===== config.mk =====
export PLATFORM = sky130hd
export DESIGN_NAME = uart_sample_streamer
export DESIGN_NICKNAME = d
export VERILOG_FILES = /design/src/rtl/uart_sample_streamer.sv
export SDC_FILE = /design/constraint.sdc
export NUM_CORES = 1
export LEC_CHECK = 0
export CORE_MARGIN = 2
export CORE_UTILIZATION = 30
export CTS_BUF_LIST = sky130_fd_sc_hd__clkbuf_2
export CTS_CLUSTER_SIZE = 16
export DETAILED_ROUTE_END_ITERATION = 10
export GPL_ROUTABILITY_DRIVEN = 0
export HOLD_SLACK_MARGIN = 0.02
export PLACE_DENSITY = 0.47
export SYNTH_ARGS = -nofsm -noshare
export SYNTH_HDL_FRONTEND = slang
export SYNTH_SLANG_ARGS = --single-unit

===== constraint.sdc =====
create_clock -name clk_i -period 2 [get_ports clk_i]
set_input_delay 0.6 -clock clk_i [delete_from_list [all_inputs] [get_ports clk_i]]
set_output_delay 0.6 -clock clk_i [all_outputs]
set_load 0.01 [all_outputs]

===== src/rtl/uart_sample_streamer.sv =====
// uart_sample_streamer
//   Turns single-byte UART commands into ADC conversions and streams each
//   result back as ASCII text, one line per conversion.
//     's' -> one line, binary digits ('0'/'1'), MSB first
//     'h' -> one line, hex digits (0-9, A-F), MSB nibble first
//     'b' -> BURST_LEN lines, hex
//   Any other byte received while idle and enabled is echoed. Each line ends
//   with CR LF. ESC during a burst finishes the current line and stops. An
//   ADC that never answers produces "E" CR LF.
//
// Ports
//   clk_i, reset_ni         clock, asynchronous active-low reset
//   en_i                    command/echo enable
//   rx_data_i, rx_valid_i   received byte and its one-cycle strobe
//   tx_data_o, tx_start_o   byte to send and its one-cycle start strobe
//   tx_busy_i               transmitter busy; freezes the inter-character gap
//   adc_sample_i            conversion result
//   adc_ready_i             conversion result strobe
//   adc_start_o             one-cycle conversion request
//   busy_o                  high whenever the controller is not idle
module uart_sample_streamer #(
    parameter int ADC_WIDTH      = 12,
    parameter int BURST_LEN      = 16,
    parameter int GAP_CYCLES     = 320,
    parameter int TIMEOUT_CYCLES = 65535
) (
    input  logic                 clk_i,
    input  logic                 reset_ni,
    input  logic                 en_i,
    input  logic [7:0]           rx_data_i,
    input  logic                 rx_valid_i,
    output logic [7:0]           tx_data_o,
    output logic                 tx_start_o,
    input  logic                 tx_busy_i,
    input  logic [ADC_WIDTH-1:0] adc_sample_i,
    input  logic                 adc_ready_i,
    output logic                 adc_start_o,
    output logic                 busy_o
);

    // The shift register is a whole number of nibbles wide. Hex samples are
    // zero-extended into it; binary samples are left-aligned so the next
    // digit is always taken from the top.
    localparam int NDIG = (ADC_WIDTH + 3) / 4;
    localparam int SH_W = 4 * NDIG;
    localparam int PAD  = SH_W - ADC_WIDTH;

    localparam logic [7:0]  CMD_S    = 8'h73;
    localparam logic [7:0]  CMD_H    = 8'h68;
    localparam logic [7:0]  CMD_B    = 8'h62;
    localparam logic [7:0]  ESC_CHAR = 8'h1B;
    localparam logic [7:0]  CHAR_CR  = 8'h0D;
    localparam logic [7:0]  CHAR_LF  = 8'h0A;
    localparam logic [7:0]  CHAR_E   = 8'h45;
    localparam logic [31:0] GAP_LAST = 32'(GAP_CYCLES - 1);
    localparam logic [31:0] TMO_LAST = 32'(TIMEOUT_CYCLES - 1);

    typedef enum logic [2:0] {
        IDLE, START_ADC, WAIT_ADC, SEND_DIGIT, SEND_CR, SEND_LF, GAP
    } state_e;

    // Where GAP goes once the inter-character gap has elapsed.
    typedef enum logic [2:0] {
        NX_DIGIT, NX_CR, NX_LF, NX_EOL, NX_IDLE
    } next_e;

    function automatic logic [7:0] hex_char(input logic [3:0] nib);
        return (nib < 4'd10) ? (8'h30 + {4'h0, nib}) : (8'h37 + {4'h0, nib});
    endfunction

    state_e            state_q,     state_d;
    next_e             next_q,      next_d;
    logic [7:0]        tx_data_q,   tx_data_d;
    logic              tx_start_q,  tx_start_d;
    logic              adc_start_q, adc_start_d;
    logic              busy_q,      busy_d;
    logic              mode_hex_q,  mode_hex_d;
    logic              abort_q,     abort_d;
    logic [7:0]        lines_q,     lines_d;
    logic [5:0]        digit_cnt_q, digit_cnt_d;
    logic [31:0]       gap_cnt_q,   gap_cnt_d;
    logic [31:0]       tmo_cnt_q,   tmo_cnt_d;
    logic [SH_W-1:0]   shreg_q,     shreg_d;
    logic [SH_W-1:0]   sample_ext;

    assign sample_ext = SH_W'(adc_sample_i);

    always_ff @(posedge clk_i or negedge reset_ni) begin
        if (!reset_ni) begin
            state_q     <= IDLE;
            next_q      <= NX_IDLE;
            tx_data_q   <= 8'h00;
            tx_start_q  <= 1'b0;
            adc_start_q <= 1'b0;
            busy_q      <= 1'b0;
            mode_hex_q  <= 1'b0;
            abort_q     <= 1'b0;
            lines_q     <= 8'd0;
            digit_cnt_q <= 6'd0;
            gap_cnt_q   <= 32'd0;
            tmo_cnt_q   <= 32'd0;
            shreg_q     <= '0;
        end else begin
            state_q     <= state_d;
            next_q      <= next_d;
            tx_data_q   <= tx_data_d;
            tx_start_q  <= tx_start_d;
            adc_start_q <= adc_start_d;
            busy_q      <= busy_d;
            mode_hex_q  <= mode_hex_d;
            abort_q     <= abort_d;
            lines_q     <= lines_d;
            digit_cnt_q <= digit_cnt_d;
            gap_cnt_q   <= gap_cnt_d;
            tmo_cnt_q   <= tmo_cnt_d;
            shreg_q     <= shreg_d;
        end
    end

    always_comb begin
        state_d     = state_q;
        next_d      = next_q;
        tx_data_d   = tx_data_q;
        tx_start_d  = 1'b0;
        adc_start_d = 1'b0;
        mode_hex_d  = mode_hex_q;
        abort_d     = abort_q;
        lines_d     = lines_q;
        digit_cnt_d = digit_cnt_q;
        gap_cnt_d   = gap_cnt_q;
        tmo_cnt_d   = tmo_cnt_q;
        shreg_d     = shreg_q;

        // ESC is the only byte that matters once a line is under way, and it
        // is honoured regardless of en_i.
        if (state_q != IDLE && rx_valid_i && rx_data_i == ESC_CHAR) begin
            abort_d = 1'b1;
        end

        case (state_q)
            IDLE: begin
                abort_d = 1'b0;
                if (en_i && rx_valid_i) begin
                    case (rx_data_i)
                        CMD_S: begin
                            mode_hex_d = 1'b0;
                            lines_d    = 8'd1;
                            state_d    = START_ADC;
                        end
                        CMD_H: begin
                            mode_hex_d = 1'b1;
                            lines_d    = 8'd1;
                            state_d    = START_ADC;
                        end
                        CMD_B: begin
                            mode_hex_d = 1'b1;
                            lines_d    = 8'(BURST_LEN);
                            state_d    = START_ADC;
                        end
                        default: begin
                            tx_data_d  = rx_data_i;
                            tx_start_d = 1'b1;
                            gap_cnt_d  = 32'd0;
                            next_d     = NX_IDLE;
                            state_d    = GAP;
                        end
                    endcase
                end
            end

            START_ADC: begin
                adc_start_d = 1'b1;
                tmo_cnt_d   = 32'd0;
                state_d     = WAIT_ADC;
            end

            WAIT_ADC: begin
                if (adc_ready_i) begin
                    shreg_d     = mode_hex_q ? sample_ext : (sample_ext << PAD);
                    digit_cnt_d = mode_hex_q ? 6'(NDIG) : 6'(ADC_WIDTH);
                    state_d     = SEND_DIGIT;
                end else if (tmo_cnt_q == TMO_LAST) begin
                    // Report the failure as its own line, then stop the burst.
                    tx_data_d  = CHAR_E;
                    tx_start_d = 1'b1;
                    gap_cnt_d  = 32'd0;
                    lines_d    = 8'd1;
                    next_d     = NX_CR;
                    state_d    = GAP;
                end else begin
                    tmo_cnt_d = tmo_cnt_q + 32'd1;
                end
            end

            SEND_DIGIT: begin
                tx_data_d   = mode_hex_q ? hex_char(shreg_q[SH_W-1 -: 4])
                                         : (shreg_q[SH_W-1] ? 8'h31 : 8'h30);
                tx_start_d  = 1'b1;
                shreg_d     = mode_hex_q ? (shreg_q << 4) : (shreg_q << 1);
                digit_cnt_d = digit_cnt_q - 6'd1;
                gap_cnt_d   = 32'd0;
                next_d      = (digit_cnt_q == 6'd1) ? NX_CR : NX_DIGIT;
                state_d     = GAP;
            end

            SEND_CR: begin
                tx_data_d  = CHAR_CR;
                tx_start_d = 1'b1;
                gap_cnt_d  = 32'd0;
                next_d     = NX_LF;
                state_d    = GAP;
            end

            SEND_LF: begin
                tx_data_d  = CHAR_LF;
                tx_start_d = 1'b1;
                gap_cnt_d  = 32'd0;
                next_d     = NX_EOL;
                state_d    = GAP;
            end

            GAP: begin
                // Only idle transmitter cycles count toward the gap.
                if (!tx_busy_i) begin
                    if (gap_cnt_q == GAP_LAST) begin
                        gap_cnt_d = 32'd0;
                        case (next_q)
                            NX_DIGIT: state_d = SEND_DIGIT;
                            NX_CR:    state_d = SEND_CR;
                            NX_LF:    state_d = SEND_LF;
                            NX_EOL: begin
                                if (lines_q > 8'd1 && !abort_d) begin
                                    lines_d = lines_q - 8'd1;
                                    state_d = START_ADC;
                                end else begin
                                    state_d = IDLE;
                                end
                            end
                            default:  state_d = IDLE;
                        endcase
                    end else begin
                        gap_cnt_d = gap_cnt_q + 32'd1;
                    end
                end
            end

            default: state_d = IDLE;
        endcase

        busy_d = (state_d != IDLE);
    end

    assign tx_data_o   = tx_data_q;
    assign tx_start_o  = tx_start_q;
    assign adc_start_o = adc_start_q;
    assign busy_o      = busy_q;

endmodule


==> flow_metrics.env, run 1 <==
export IMPL_irDropWorstVdd_mv=0.6182
export IMPL_dieHeight_microns=150.7
export IMPL_cp_endpoint="gap_cnt_q[21]"
export IMPL_synth_largest_area_cell="sky130_fd_sc_hd__dfrtp_1"
export IMPL_fillCellCount=2060
export IMPL_finalWirelength_mm=19.87
export IMPL_number_of_buffers_between_clock_root_and_the_deepest_sink=2
export IMPL_wire_per_inst_microns=15.97
export IMPL_final_critical_path_setup_slack_ps=-362.3
export IMPL_total_power_mw=11.07
export IMPL_drive_gt1_share_pct=36.78
export IMPL_p_leak_nw=4.005
export IMPL_drt_drc_violations_left=0
export IMPL_timing_max_transition_violations_final=0
export IMPL_detailed_place_hpwl_mm=13.82
export IMPL_synth_ff_type="sky130_fd_sc_hd__dfrtp_1"
export IMPL_grt_remaining_overflow=0
export IMPL_antenna_left=0
export IMPL_synth_top_area_share_pct=41.87
export IMPL_dp_cells=1200
export IMPL_critical_path_endpoint_type="flop"
export IMPL_via_count_of_the_first_global_routing_pass=6527
export IMPL_grt_start_max_net_pins=49
export IMPL_outcome="finished, violations left"
export IMPL_ys_types=74
export IMPL_cts_max_level=3
export IMPL_final_hold_violation_count=0
export IMPL_place_ws_ps=-722.5
export IMPL_critical_path_cell_chain="nor4_2 -> buf_4 -> nand4_1 -> buf_6 -> o21ai_2 -> buf_4 -> nand4b_1 -> buf_6 -> clkbuf_16 -> o21ai_2 -> o21ai_1"
export IMPL_synth_seq_area_share_pct=42.28
export IMPL_worstSkewPairLatency_ps=670
export IMPL_core_area_sq_um=21090
export IMPL_violations="setup timing"
export IMPL_netlist_area_sq_um=6455
export IMPL_synthesis_nets=781
export IMPL_clock_skew_ps=46.18
export IMPL_transition_time_at_the_pin_with_the_least_slew_margin_ps=848.7
export IMPL_worst_endpoint_required_ps=2590
export IMPL_fp_dieW_microns=150.7
export IMPL_synth_warnings=0
export IMPL_cp_max_fo=8
export IMPL_grt_antenna_before_repair=1
export IMPL_finalSetupViolations=78
export IMPL_area_delta_synth_final_pct=45.01
export IMPL_synth_area_per_cell_sq_um=8.641
export IMPL_critical_path_max_stage_delay_ps=490
export IMPL_asyncSetResetFlopFracSynth_pct=100.0
export IMPL_detail_route_iter0_violations=347
export IMPL_rows=53
export IMPL_synth_edf_count=0
export IMPL_power_density_cell_area_nw_per_um2=1183
export IMPL_clock_sinks=109
export IMPL_crit_reg2reg_capture="gap_cnt_q[21]"
export IMPL_synth_area_top_cells="sky130_fd_sc_hd__dfrtp_1 (42%), sky130_fd_sc_hd__o21ai_0 (5.1%), sky130_fd_sc_hd__nand2_1 (4.7%), sky130_fd_sc_hd__nor2_1 (3.3%), sky130_fd_sc_hd__a21oi_1 (3.2%)"
export IMPL_finalCriticalPeriod_ps=2362
export IMPL_dr_total_vias=6533
export IMPL_start_kind="flop"
export IMPL_clkSlewWorstSetupHoldPaths_ps=350
export IMPL_finalNetCount=997
export IMPL_place_port_buffers=36
export IMPL_syn_inst=747
export IMPL_effective_utilization_at_floorplan_pct=30.61
export IMPL_dieArea_sq_um=22710
export IMPL_fmax_ghz=0.4233
export IMPL_worstSetupStartpoint="tmo_cnt_q[27]"
export IMPL_routed_via_density=5.252
export IMPL_criticalPathCategory="reg -> reg"
export IMPL_grt_first_pass_wirelength_mm=32.24
export IMPL_reg2reg_setup_slack_ps=-360
export IMPL_cap_violations=0
export IMPL_post_route_cell_area_sq_um=9360
export IMPL_floorplan_io_pins=37
export IMPL_post_dp_cell_area_sq_um=8448
export IMPL_mostFrequentLayoutCell="sky130_fd_sc_hd__buf_4"
export IMPL_worst_r2r_path_depth=11
export IMPL_cp_data_arrival_time_ps=2950
export IMPL_synth_seq_cells=109
export IMPL_final_non_filler_cell_total=1244
export IMPL_top_library_cells_by_usage_in_the_layout_fill_and_taps_aside="sky130_fd_sc_hd__buf_4 (179), sky130_fd_sc_hd__dfrtp_1 (106), sky130_fd_sc_hd__nand2_1 (74), sky130_fd_sc_hd__nor2_1 (53), sky130_fd_sc_hd__a21oi_1 (34)"
export IMPL_timing_final_crit_share_pct=118.1
export IMPL_worst_slew_margin_relative_to_its_limit_pct=42.90
export IMPL_worstReg2RegStart="tmo_cnt_q[27]"
export IMPL_timing_hold_ws_ps=332.9
export IMPL_drt_pass1_iterations=4
export IMPL_cts_tree="built"
export IMPL_track_usage_pct=17.67
export IMPL_cts_made_buffers=9
export IMPL_clockRootBuffer="sky130_fd_sc_hd__clkbuf_2"
export IMPL_grt_setup_unrepaired="true"
export IMPL_critPathSlowestCell="sky130_fd_sc_hd__dfrtp_1"
export IMPL_min_delay_path_class="in -> async"
through the flow:
step	util [%]	TNS, ps
after floorplan	-	-575.6
after global placement	40.06	-50540
after detailed placement	40.06	-52390
after CTS	42.42	-12640
after global routing	44.39	-24480
final	44.39	-16650
worst max-delay path, delay by kind of cell, from the launching register on:
kind                   cells  cell delay, ps
AND/OR/NAND/NOR            3             640
buffers and inverters      5             850
AO/OA/AOI/OAI              3             320
flip-flops                 1             490
kinds of logic after synthesis:
kind of cell	synth area share, %
xor+xnor	2.035
buf+inv	4.730
simple gates	26.25
mux	0.8335
flops	42.28
fa+ha+maj	1.551
compound gates	22.33
cell type report:
type                            count  area (sq um)  share of cell area, %
Antenna cell                        1         2.502                0.02673
Multi-Input combinational cell    572          3968                  42.39
Inverter                           24         90.09                 0.9624
Tap cell                          275         344.1                  3.676
Sequential cell                   109          2731                  29.18
Timing Repair Buffer              247          2098                  22.42
Clock buffer                        9         45.04                 0.4812
Clock inverter                      7         81.33                 0.8689
synth_stat cells (6+ instances only):
| cell | instances |
|---|---|
| sky130_fd_sc_hd__nor4_1 | 18 |
| sky130_fd_sc_hd__o31ai_1 | 15 |
| sky130_fd_sc_hd__nor2_1 | 56 |
| sky130_fd_sc_hd__xnor2_1 | 11 |
| sky130_fd_sc_hd__a21oi_1 | 41 |
| sky130_fd_sc_hd__nor2b_1 | 11 |
| sky130_fd_sc_hd__clkbuf_1 | 24 |
| sky130_fd_sc_hd__o21ai_1 | 9 |
| sky130_fd_sc_hd__buf_2 | 10 |
| sky130_fd_sc_hd__a41oi_1 | 6 |
| sky130_fd_sc_hd__a31oi_1 | 25 |
| sky130_fd_sc_hd__nor3_1 | 12 |
| sky130_fd_sc_hd__nand3_1 | 35 |
| sky130_fd_sc_hd__o21ai_0 | 66 |
| sky130_fd_sc_hd__ha_1 | 8 |
| sky130_fd_sc_hd__and3_1 | 20 |
| sky130_fd_sc_hd__nand4_1 | 23 |
| sky130_fd_sc_hd__or3_1 | 18 |
| sky130_fd_sc_hd__and4_1 | 7 |
| sky130_fd_sc_hd__nand2_1 | 81 |
| sky130_fd_sc_hd__dfrtp_1 | 108 |
| sky130_fd_sc_hd__a21o_1 | 6 |
| sky130_fd_sc_hd__a211oi_1 | 9 |
| sky130_fd_sc_hd__nand2b_1 | 6 |
| sky130_fd_sc_hd__o211ai_1 | 9 |
| sky130_fd_sc_hd__inv_1 | 24 |
| sky130_fd_sc_hd__and2_1 | 8 |
sequential cells by signal, indices dropped and copies added, names as in the netlist:
register and cells:
gap_cnt_q 32, tmo_cnt_q 32, shreg_q 12, lines_q 8, tx_data_o 8, digit_cnt_q 6, next_q 3, state_q 3
abort_q 1, adc_start_o 1, busy_o 1, mode_hex_q 1, tx_start_o 1
layer usage:
layer	global-route usage [%]	routed length (microns)	part of all wire, %	vias to the layer above
li1	-	-	-	3204
met1	22.91	9241	47	3235
met2	30.57	9883	50	78
met3	3.242	514	2.6	16
met4	4.112	231	1.2	0
met5	0	0	0	-
worst min path at each step:
stage | from | endpoint | cells past startpoint
2_1_floorplan | reset_ni | abort_q | 0
3_3_place_gp | digit_cnt_q[5] | digit_cnt_q[5] | 1
3_5_place_dp | digit_cnt_q[5] | digit_cnt_q[5] | 1
4_1_cts | reset_ni | lines_q[1] | 2
5_1_grt | reset_ni | lines_q[0] | 2
6_report | reset_ni | lines_q[4] | 2
power breakdown:
group	internal, mW	leakage, nW	total, mW	switching (mW)
registers	2.75	1.41	3.19	0.440
logic	3.24	2.52	6.72	3.48
clock network	0.307	0.0731	1.16	0.852
what timing repair did:
item | CTS | global route
endpoints found under the setup margin | 96 | 97
endpoints found under the hold margin | 25 | 0
buffers inserted | 17 | 6
pin swaps | 31 | 43
gates cloned | 0 | 4
hold buffers | 1 | 0
resized for setup | 100 | 120
Power figures use the tool's default switching activity.
==> run 2, diff against run 1 <==
GPL_TIMING_DRIVEN = 0   (was unset)
==> run 2 against run 1 <==
  * Clock power up 9%
  * Sequential power up 3%
  * Core utilization down 1.6 points
  * Die area unchanged
  * First-iteration DRC count down 24%
  * Non-clock buffer count down 74
  * Cell area down 3.6%
  * The flow still finishes with violations (setup timing)
  * Worst hold slack worse by 73 ps
  * Largest power group unchanged
  * Critical path type unchanged
  * Sequential share of layout area up 1.1 points
  * Routed wire length up 2.6%
  * Fmax down 2.6%
==> flow_metrics.env, run 2 (same netlist as run 1, synthesis figures left out) <==
export IMPL_grt_setup_unrepaired="true"
export IMPL_drive_gt1_share_pct=33.11
export IMPL_worst_r2r_path_depth=12
export IMPL_cp_data_arrival_time_ps=3010
export IMPL_place_port_buffers=36
export IMPL_critical_path_endpoint_type="flop"
export IMPL_number_of_buffers_between_clock_root_and_the_deepest_sink=2
export IMPL_criticalPathCategory="reg -> reg"
export IMPL_power_density_cell_area_nw_per_um2=1240
export IMPL_grt_antenna_before_repair=1
export IMPL_dieHeight_microns=150.7
export IMPL_top_library_cells_by_usage_in_the_layout_fill_and_taps_aside="sky130_fd_sc_hd__dfrtp_1 (105), sky130_fd_sc_hd__buf_4 (77), sky130_fd_sc_hd__nand2_1 (73), sky130_fd_sc_hd__nor2_1 (49)"
export IMPL_post_dp_cell_area_sq_um=7251
export IMPL_outcome="finished, violations left"
export IMPL_final_critical_path_setup_slack_ps=-425.8
export IMPL_effective_utilization_at_floorplan_pct=30.61
export IMPL_grt_first_pass_wirelength_mm=32.04
export IMPL_finalWirelength_mm=20.39
export IMPL_mostFrequentLayoutCell="sky130_fd_sc_hd__dfrtp_1"
export IMPL_fp_dieW_microns=150.7
export IMPL_critical_path_max_stage_delay_ps=480
export IMPL_cp_max_fo=4
export IMPL_layout_top_registers="gap_cnt_q (32), tmo_cnt_q (32), shreg_q (12)"
export IMPL_finalSetupViolations=81
export IMPL_drt_pass1_iterations=4
export IMPL_cts_max_level=3
export IMPL_tns_ps=-12790
export IMPL_post_route_cell_area_sq_um=9020
export IMPL_critPathSlowestCell="sky130_fd_sc_hd__dfrtp_1"
export IMPL_antenna_left=0
export IMPL_violations="setup timing"
export IMPL_cts_tree="built"
export IMPL_wire_per_inst_microns=17.43
export IMPL_fmax_ghz=0.4122
export IMPL_dr_total_vias=6391
export IMPL_detail_route_iter0_violations=263
export IMPL_worst_endpoint_required_ps=2580
export IMPL_via_count_of_the_first_global_routing_pass=6208
export IMPL_min_delay_path_class="in -> async"
export IMPL_clock_skew_ps=56.06
export IMPL_irDropWorstVdd_mv=0.5722
export IMPL_detailed_place_hpwl_mm=12.71
export IMPL_area_delta_synth_final_pct=39.74
export IMPL_worstSkewPairLatency_ps=680
export IMPL_clkSlewWorstSetupHoldPaths_ps=360
export IMPL_final_non_filler_cell_total=1170
export IMPL_final_hold_violation_count=0
export IMPL_critical_path_cell_chain="inv_2 -> ha_4 -> nor4b_4 -> nand4_1 -> buf_6 -> or3_4 -> a21oi_4 -> buf_6 -> buf_12 -> buf_4 -> nor4_1 -> o21a_1"
export IMPL_worst_slew_margin_relative_to_its_limit_pct=47.40
export IMPL_cpMostUsedCell="sky130_fd_sc_hd__buf_6"
export IMPL_timing_max_transition_violations_final=0
export IMPL_rows=53
export IMPL_cts_made_buffers=9
export IMPL_p_leak_nw=3.699
export IMPL_start_kind="flop"
export IMPL_track_usage_pct=17.75
export IMPL_drt_drc_violations_left=0
export IMPL_clockRootBuffer="sky130_fd_sc_hd__clkbuf_2"
export IMPL_finalNetCount=923
export IMPL_cap_violations=0
export IMPL_routed_via_density=5.462
export IMPL_finalCriticalPeriod_ps=2426
export IMPL_timing_final_crit_share_pct=121.3
export IMPL_dp_cells=1059
export IMPL_transition_time_at_the_pin_with_the_least_slew_margin_ps=782.9
export IMPL_floorplan_io_pins=37
export IMPL_core_area_sq_um=21090
export IMPL_grt_start_max_net_pins=90
export IMPL_clock_sinks=109
export IMPL_dieArea_sq_um=22710
export IMPL_grt_remaining_overflow=0
-- run 2: timing repair --
action,in CTS,in global routing
buffers inserted,61,28
resized for setup,189,111
pin swaps,54,57
hold buffers,1,0
endpoints found under the setup margin,112,108
endpoints found under the hold margin,20,0
cloned,7,2
-- run 2: area by class of cell --
cell class,instances,area [sq um]
antenna,1,2.502
timing repair buffer,134,1224
sequential,109,2733
fill,2075,12070
clock inverter,7,105.1
multi-input combinational,572,4164
buffer,39,312.8
tap,275,344.1
clock buffer,9,45.04
inverter,24,90.09
-- run 2: power by group --
| group | total [mW] | switching (mW) | internal [mW] |
|---|---|---|---|
| sequential | 3.28 | 0.529 | 2.75 |
| clock | 1.27 | 0.838 | 0.433 |
| combinational | 6.63 | 3.52 | 3.11 |
| total | 11.2 | 4.89 | 6.29 |
-- run 2: critical path: cells and delay by family (launching register included) --
kind / cells / cell delay (ps)
and+or+nand+nor: 4 / 780
buffers and inverters: 5 / 590
DFF: 1 / 480
AOI/OAI and AO/OA: 2 / 380
adders and majority gates: 1 / 120
-- run 2: metal layers --
layer / vias to the layer above / global-route usage, % / share of wire (%)
met5: - / 0 / 0
met4: 0 / 5.374 / 1.7
met3: 28 / 2.818 / 2.9
met2: 120 / 30.14 / 49
met1: 3173 / 23.26 / 46
li1: 3070 / - / -
-- run 2: final timing paths --
kind                                 start             end  slack (ps)
setup reg to reg              tmo_cnt_q[0]   tmo_cnt_q[11]        -430
setup / recovery              tmo_cnt_q[0]   tmo_cnt_q[11]        -430
max in group asynchronous         reset_ni   tmo_cnt_q[20]         960
min in group clk_i         adc_sample_i[0]      shreg_q[0]         440
hold reg to reg             digit_cnt_q[5]  digit_cnt_q[5]         500
hold / removal                    reset_ni   gap_cnt_q[15]         260
-- run 2: through the flow --
stage          setup slack (ps)  power (mW)  hold WS, ps  utilization, %
2_1_floorplan            -90.54       5.996        304.4               -
3_3_place_gp              -4225       7.295        464.4           34.25
3_5_place_dp              -1144       7.360        463.7           34.38
4_1_cts                  -300.9       10.69        235.7           40.18
5_1_grt                  -555.5       11.93        224.0           42.77
6_report                 -425.8       11.18        260.3           42.77
==> run 3, diff against run 2 <==
CORE_MARGIN = unset   (was 2)
==> run 3 against run 2 <==
  * The flow still finishes with violations (setup timing)
  * Via count is 1.8% higher
  * Critical endpoint is now gap_cnt_q[13]
  * Largest cell class unchanged
  * Register-to-register slack better by 97 ps
  * Sequential power hardly changed
  * Power is 5.2% higher
  * Fmax is 4.2% higher
  * Global-route usage is 1.3 points higher
  * Setup slack better by 97 ps
  * Clock skew is 6.1 ps lower
  * Final cell count stayed put
==> flow_metrics.env, run 3 (same netlist as run 1, synthesis figures left out) <==
export IMPL_grt_setup_unrepaired="true"
export IMPL_track_usage_pct=19.08
export IMPL_final_critical_path_setup_slack_ps=-329.0
export IMPL_criticalPathCategory="reg -> reg"
export IMPL_detail_route_iter0_violations=383
export IMPL_number_of_buffers_between_clock_root_and_the_deepest_sink=2
export IMPL_worstSkewPairLatency_ps=670
export IMPL_drt_drc_violations_left=0
export IMPL_combPwrFrac_pct=62.5
export IMPL_switching_part_of_the_total_power_pct=44.27
export IMPL_worst_endpoint_required_ps=2570
export IMPL_cap_violations=0
export IMPL_start_kind="flop"
export IMPL_finalCriticalPeriod_ps=2329
export IMPL_mostFrequentLayoutCell="sky130_fd_sc_hd__dfrtp_1"
export IMPL_post_dp_cell_area_sq_um=7251
export IMPL_finalSetupViolations=80
export IMPL_timing_max_transition_violations_final=0
export IMPL_antenna_left=0
export IMPL_grt_first_pass_wirelength_mm=33.53
export IMPL_clkSlewWorstSetupHoldPaths_ps=340
export IMPL_switchingPower_mw=5.208
export IMPL_tns_ps=-15110
export IMPL_finish_utilization_pct=43.98
export IMPL_routed_via_density=5.562
export IMPL_grt_antenna_before_repair=1
export IMPL_finalNetCount=923
export IMPL_power_density_cell_area_nw_per_um2=1269
export IMPL_detailed_place_hpwl_mm=12.90
export IMPL_cts_max_level=3
export IMPL_irDropWorstVdd_mv=0.5790
export IMPL_final_non_filler_cell_total=1170
export IMPL_cts_made_buffers=9
export IMPL_fp_dieW_microns=148.7
export IMPL_via_count_of_the_first_global_routing_pass=6453
export IMPL_rows=53
export IMPL_drt_pass1_iterations=5
export IMPL_grt_remaining_overflow=0
export IMPL_transition_time_at_the_pin_with_the_least_slew_margin_ps=871.1
export IMPL_cts_tree="built"
export IMPL_top_library_cells_by_usage_in_the_layout_fill_and_taps_aside="sky130_fd_sc_hd__dfrtp_1 (101), sky130_fd_sc_hd__buf_4 (70), sky130_fd_sc_hd__nand2_1 (67), sky130_fd_sc_hd__nor2_1 (49), sky130_fd_sc_hd__o21ai_2 (38)"
export IMPL_wire_per_inst_microns=17.70
export IMPL_outcome="finished, violations left"
export IMPL_area_delta_synth_final_pct=43.67
export IMPL_timing_hold_ws_ps=395.7
export IMPL_grt_start_max_net_pins=61
export IMPL_internal_power_mw=6.557
export IMPL_pwr_share_clk_pct=9.5
export IMPL_cp_max_fo=8
export IMPL_cp_data_arrival_time_ps=2900
export IMPL_critical_path_endpoint_type="flop"
export IMPL_fmax_ghz=0.4294
export IMPL_place_port_buffers=36
export IMPL_dr_total_vias=6508
export IMPL_post_route_cell_area_sq_um=9274
export IMPL_min_delay_path_class="in -> async"
export IMPL_layout_top_registers="gap_cnt_q (32), tmo_cnt_q (32), shreg_q (12)"
export IMPL_drive_gt1_share_pct=36.47
export IMPL_p_leak_nw=3.767
export IMPL_finalWirelength_mm=20.71
export IMPL_clockRootBuffer="sky130_fd_sc_hd__clkbuf_2"
export IMPL_final_hold_violation_count=0
export IMPL_dieHeight_microns=148.7
export IMPL_clock_skew_ps=49.96
export IMPL_effective_utilization_at_floorplan_pct=30.61
export IMPL_clock_sinks=109
export IMPL_timing_final_crit_share_pct=116.4
export IMPL_floorplan_io_pins=37
export IMPL_core_area_sq_um=21090
export IMPL_violations="setup timing"
export IMPL_dp_cells=1059
export IMPL_worst_slew_margin_relative_to_its_limit_pct=41.39
export IMPL_power_share_of_the_sequential_group_pct=28.0
export IMPL_dieArea_sq_um=22110
-- run 3: power by group through the flow --
stage	registers (mW)	logic (mW)	clock network, mW
global route	3.38	7.84	1.26
global placement	3.30	4.00	0
floorplan	3.22	2.78	0
detailed placement	3.32	4.04	0
finish	3.30	7.35	1.11
CTS	3.27	6.80	1.17
-- run 3: final cells by class --
| type | count | area, sq um |
|---|---|---|
| Antenna cell | 1 | 2.502 |
| Buffer | 36 | 314.1 |
| Clock buffer | 9 | 45.04 |
| Clock inverter | 7 | 73.82 |
| Fill cell | 2061 | 11810 |
| Inverter | 24 | 90.09 |
| Multi-Input combinational cell | 572 | 4340 |
| Sequential cell | 109 | 2738 |
| Tap cell | 275 | 344.1 |
| Timing Repair Buffer | 137 | 1326 |
-- run 3: final timing paths --
path	cells past startpoint	start	slack [ps]	endpoint
max in group asynchronous	3	reset_ni	860	gap_cnt_q[7]
hold reg to reg	1	digit_cnt_q[5]	510	digit_cnt_q[5]
setup reg to reg	13	tmo_cnt_q[0]	-330	gap_cnt_q[13]
setup / recovery	13	tmo_cnt_q[0]	-330	gap_cnt_q[13]
hold / removal	2	reset_ni	400	shreg_q[11]
min in group clk_i	3	adc_sample_i[0]	420	shreg_q[0]
-- run 3: per-stage QoR --
step,power (mW),worst slack (ps)
after CTS,11.25,-233.6
after detailed placement,7.361,-1137
after global placement,7.300,-4210
after global routing,12.48,-467.5
final,11.77,-329.0
after floorplan,5.996,-90.54
-- run 3: worst max-delay path: stages, from the launching register on --
cell and delay (ps):
sky130_fd_sc_hd__dfrtp_1 470, sky130_fd_sc_hd__inv_2 90, sky130_fd_sc_hd__ha_4 130, sky130_fd_sc_hd__nor4b_4 220, sky130_fd_sc_hd__nand4_1 140, sky130_fd_sc_hd__buf_6 150
sky130_fd_sc_hd__buf_4 130, sky130_fd_sc_hd__buf_6 110, sky130_fd_sc_hd__o21ai_4 110, sky130_fd_sc_hd__nand4b_1 110, sky130_fd_sc_hd__buf_6 180, sky130_fd_sc_hd__buf_8 150
sky130_fd_sc_hd__o21ai_2 150, sky130_fd_sc_hd__o31ai_1 90
-- run 3: routing by layer --
| layer | GRT usage (%) | part of all wire (%) | vias up |
|---|---|---|---|
| met5 | 0 | 0 | - |
| met4 | 5.412 | 1.5 | 0 |
| met3 | 3.374 | 3.0 | 22 |
| met2 | 32.38 | 50 | 130 |
| met1 | 24.70 | 45 | 3287 |
| li1 | - | - | 3069 |
-- run 3: repair_timing --
item | 4_1_cts | 5_1_grt
gates resized for setup | 257 | 90
setup buffers | 78 | 11
setup endpoints to repair | 115 | 109
hold endpoints to repair | 48 | 0
cloned | 11 | 0
pin swaps | 69 | 54
hold buffers | 1 | 0
